[src/rtl/dmem_port_arbiter.sv]
// dmem_port_arbiter: shares the single-port data memory between the pipeline
// MEM stage (priority) and the loader/debug port. A saturating starvation
// counter guarantees the loader a slot after STARVE_LIMIT blocked cycles.
module dmem_port_arbiter #(
    parameter int DATA_W       = 32,
    parameter int ADDR_W       = 32,
    parameter int STARVE_LIMIT = 4
) (
    input  logic              clk,
    input  logic              reset,
    input  logic              cpu_read,
    input  logic              cpu_write,
    input  logic [ADDR_W-1:0] cpu_addr,
    input  logic [DATA_W-1:0] cpu_wdata,
    output logic [DATA_W-1:0] cpu_rdata,
    output logic              cpu_stall,
    input  logic              ldr_req,
    input  logic              ldr_we,
    input  logic [ADDR_W-1:0] ldr_addr,
    input  logic [DATA_W-1:0] ldr_wdata,
    output logic              ldr_ack,
    output logic [DATA_W-1:0] ldr_rdata,
    output logic              mem_read,
    output logic              mem_write,
    output logic [ADDR_W-1:0] mem_addr,
    output logic [DATA_W-1:0] mem_wdata,
    input  logic [DATA_W-1:0] mem_rdata
);

    localparam int CNT_W = (STARVE_LIMIT > 0) ? $clog2(STARVE_LIMIT + 1) : 1;
    localparam logic [CNT_W-1:0] LIMIT = CNT_W'(STARVE_LIMIT);

    localparam logic [1:0] IDLE = 2'd0;
    localparam logic [1:0] WAIT = 2'd1;
    localparam logic [1:0] ACK  = 2'd2;

    logic [1:0]       state, state_nxt;
    logic [CNT_W-1:0] starve_cnt, cnt_nxt, cnt_inc;
    logic             cpu_acc;
    logic             ldr_serve;

    assign cpu_acc   = cpu_read | cpu_write;
    // ACK cycle always belongs to the CPU; otherwise loader wins when CPU is idle or starved
    assign ldr_serve = ldr_req & (state != ACK) & (~cpu_acc | (starve_cnt >= LIMIT));
    assign cnt_inc   = (starve_cnt >= LIMIT) ? starve_cnt : starve_cnt + CNT_W'(1);
    assign cpu_rdata = mem_rdata;

    // Memory port mux: loader slot stalls any CPU access; a CPU write suppresses its read
    always_comb begin
        mem_addr  = cpu_addr;
        mem_wdata = cpu_wdata;
        mem_write = cpu_write;
        mem_read  = cpu_read & ~cpu_write;
        cpu_stall = 1'b0;
        if (ldr_serve) begin
            mem_addr  = ldr_addr;
            mem_wdata = ldr_wdata;
            mem_write = ldr_we;
            mem_read  = ~ldr_we;
            cpu_stall = cpu_acc;
        end
    end

    // Next-state and starvation counter update
    always_comb begin
        state_nxt = state;
        cnt_nxt   = starve_cnt;
        case (state)
            IDLE: begin
                if (ldr_serve) begin
                    state_nxt = ACK;
                    cnt_nxt   = '0;
                end else if (ldr_req) begin
                    state_nxt = WAIT;
                    cnt_nxt   = cnt_inc;
                end
            end
            WAIT: begin
                if (ldr_serve) begin
                    state_nxt = ACK;
                    cnt_nxt   = '0;
                end else if (!ldr_req) begin
                    // requester abandoned the access without an ack
                    state_nxt = IDLE;
                    cnt_nxt   = '0;
                end else begin
                    cnt_nxt   = cnt_inc;
                end
            end
            ACK: begin
                state_nxt = IDLE;
                cnt_nxt   = '0;
            end
            default: begin
                state_nxt = IDLE;
                cnt_nxt   = '0;
            end
        endcase
    end

    // State, counter and registered loader response
    always_ff @(posedge clk or negedge reset) begin
        if (!reset) begin
            state      <= IDLE;
            starve_cnt <= '0;
            ldr_ack    <= 1'b0;
            ldr_rdata  <= '0;
        end else begin
            state      <= state_nxt;
            starve_cnt <= cnt_nxt;
            ldr_ack    <= ldr_serve;
            if (ldr_serve && !ldr_we)
                ldr_rdata <= mem_rdata;
        end
    end

endmodule

[config.mk]
export PLATFORM = sky130hd
export DESIGN_NAME = dmem_port_arbiter
export DESIGN_NICKNAME = d
export VERILOG_FILES = /design/src/rtl/dmem_port_arbiter.sv
export SDC_FILE = /design/constraint.sdc
export NUM_CORES = 1
export LEC_CHECK = 0
export CORE_AREA = 5 5 111 113
export CTS_BUF_LIST = sky130_fd_sc_hd__clkbuf_16
export CTS_CLUSTER_SIZE = 8
export DETAILED_ROUTE_END_ITERATION = 8
export DIE_AREA = 0 0 116 118
export PLACE_DENSITY = 0.71
export SYNTH_ARGS = -nofsm -noshare
export SYNTH_HDL_FRONTEND = slang
export SYNTH_SLANG_ARGS = --single-unit
[constraint.sdc]
create_clock -name clk -period 2.33 [get_ports clk]
set_clock_uncertainty 0.1 [all_clocks]
set_input_delay 0.233 -clock clk [delete_from_list [all_inputs] [get_ports clk]]
set_output_delay 0.233 -clock clk [all_outputs]
set_load 0.02 [all_outputs]
==> results.ini <==
[critical_path]
crit_path_max_incr_delay_ps=400
cp.arrival_ps=1970
critPathKind=flip-flop to output pin
endpoint_kind=output pin
crit_chain=nand2b_1 -> and3_4 -> bufbuf_16 -> mux2_4 -> dlygate4sd2_1
path_buf_inv=2
required_ps=2000
worstSetupStartpointType=flip-flop
crit_slowest_cell=dfrtp_1
critPathMaxFanout=11
crit_family=buffers and inverters

[global_routing]
antenna_found_initial=0
grt_pass1_vias=2936
grt_max_degree=39
grt_pass1_wl_um=17300
grt_overflow_total=0
grt_usage_pct=16.4

[clock_tree]
clock_latency_ps=270
cts.sinks=38
cts_hold_buf=0
cts-buffers-inserted=5
path_clk_slew_ps=60
ctsHtreeMaxLevel=2
cts_root_buf=clkbuf_16
cts_tree=yes
clockBufferDepth=2

[detailed_routing]
ant_nets=0
routed_wl_um=12100
num_vias=2619
viasPerCell=4.27
routedWlPerCell_um=19.7
drt_iter0_markers=67
drt_first_pass_iters=4
drc=0

[placement]
dp_cells=601
dp_slack_ps=-347
place.gp.congestion=0.851
port_buffers=297
hpwl_um=9960

[pwr]
combPwrFrac_pct=50.6
share_seq_of_total_power_pct=29.0
powerDensity_mw_per_mm2=574
power_w=0.00319
p_sw_share_pct=32.9
power.leakage_nw=2.35
internal-power_w=0.00214
vdd_drop_max_mv=0.467
clkPwrFrac_pct=20.4
power.net_switching_w=0.00105

[timing]
min_period_over_period_pct=98.7
fmax_mhz=435
period_minus_slack_ps=2300
slew_headroom_pct=42.0
rsz0062_at_grt=yes
worst_slack_ps=30.8
hold_violations=38
tightest_slew_ps=870
finalSetupViolations=0
maxSlewViolCount=0
whs_ps=-27.9

[synthesis]
synthTopCellsByArea=dfrtp_1 37%, mux2_2 36%, mux2_4 9.9%, buf_4 9.4%, buf_6 1.8%
syn-num-nets=364
synth_top_area_cell=dfrtp_1
yosys_warnings=0
synth_cell_types=19
ys_seq_area_share_pct=37.0
ys_ff_latch=38
syn-mean-instance-area_um2=13.1
yosys.area.top_type_share_pct=37.0
synthesis.area_mm2=0.00257
synthCells=196

[floorplanning]
design.core.area_mm2=0.0112
die_w_um=116
ios=298
fp.dieArea_mm2=0.0137
die_h_um=118
floorplan.initialDensity_pct=22.9
row_count=39

[flow_run]
cap_viol_max_count=0

[final_layout]
final_cell_mix=227 x clkdlybuf4s50_1, 81 x mux2_2, 38 x dfrtp_1
final_common_cell=clkdlybuf4s50_1
n_fill_cell=1056
fin_cells=614
n_antenna_cell=0
layout-drive-gt1-share_pct=34.0
nets=638
area_delta_synth_final_pct=117

[worst_hold_path]
min_path_type=input pin to asynchronous set/reset pin

[status]
violations=hold timing
run_status=finished with violations

==> stage by stage <==
| step | TNS [ps] | area (um2) | utilization, % |
|---|---|---|---|
| after floorplan | 0 | 2570 | - |
| after global placement | -17080 | 5480 | 48.8 |
| after detailed placement | -18720 | 5480 | 48.8 |
| after CTS | -744 | 5680 | 50.6 |
| after global routing | -129 | 5560 | 49.6 |
| final | 0 | 5560 | 49.6 |
==> power by group through the flow <==
| stage | clock network (W) | logic (W) | registers [W] |
|---|---|---|---|
| floorplan | 0 | 0.000543 | 0.00114 |
| global placement | 0 | 0.00166 | 0.000923 |
| detailed placement | 0 | 0.00167 | 0.000935 |
| CTS | 0.000684 | 0.00165 | 0.000927 |
| global route | 0.000704 | 0.00170 | 0.000952 |
| finish | 0.000650 | 0.00162 | 0.000926 |
==> kinds of logic after synthesis <==
group,synth area share [%]
adder cells (fa/ha/maj),0.975
AO/OA/AOI/OAI,1.90
buffers and inverters,12.8
multiplexers,45.5
AND/OR/NAND/NOR,1.85
flip-flops,37.0
==> cell type report <==
class / count / area, um2 / area share, %
tap: 143 / 179 / 3.22
inverter: 2 / 7.51 / 0.135
clock buffer: 5 / 125 / 2.25
sequential: 38 / 951 / 17.1
multi-input combinational: 113 / 1290 / 23.3
clock inverter: 3 / 16.3 / 0.292
timing repair buffer: 310 / 2990 / 53.8
==> cells in the mapped netlist <==
cell and n:
ha_1 2, o21ai_0 1, nor3_1 1, dfrtp_1 38, a22o_1 2, buf_6 4, buf_2 7, o21bai_4 1
nor3b_1 1, buf_4 32, mux2_4 17, and3_1 1, inv_1 2, nor2_1 1, nand4b_1 1, nand2_1 1
nand2b_1 2, mux2_2 81, o21a_1 1
==> timing repair <==
item                                    in CTS  in global routing
buffers inserted                             0                  2
gates resized for setup                    101                 53
gates cloned                                 3                  0
pin swaps                                    0                  1
endpoints found under the setup margin      67                 38
hold endpoints to repair                     0                  0
==> flip-flops by register name, summed over array words and instances (netlist names) <==
name,count
ldr_ack,1
ldr_rdata,32
starve_cnt,3
state,2
==> worst reg2reg max path, delay by kind of cell, from the launching register on <==
kind	cells	cell delay [ps]
AND/OR/NAND/NOR	1	90
flip-flops	1	380
multiplexers	1	430
AO/OA/AOI/OAI	1	170
buffers and inverters	2	520
==> per-layer routing <==
layer / vias to the layer above / wire, um / global-route usage [%]
met3: 17 / 1390 / 5.81
met5: - / 0 / 0
met1: 1224 / 4300 / 17.4
li1: 1213 / - / -
met2: 165 / 6140 / 30.1
met4: 0 / 285 / 4.42
==> path summary, 6_finish.rpt <==
path,from,to,slack [ps],cells past startpoint
worst min-delay path,reset,ldr_rdata[18],-30,1
max in group asynchronous,reset,ldr_rdata[2],1610,1
worst max-delay path,state[1],mem_addr[13],30,5
worst max register to register,starve_cnt[2],ldr_rdata[17],530,5
worst min register to register,state[1],state[1],380,1
min in group clk,state[1],state[1],380,1
(Power assumes the default switching activity.)
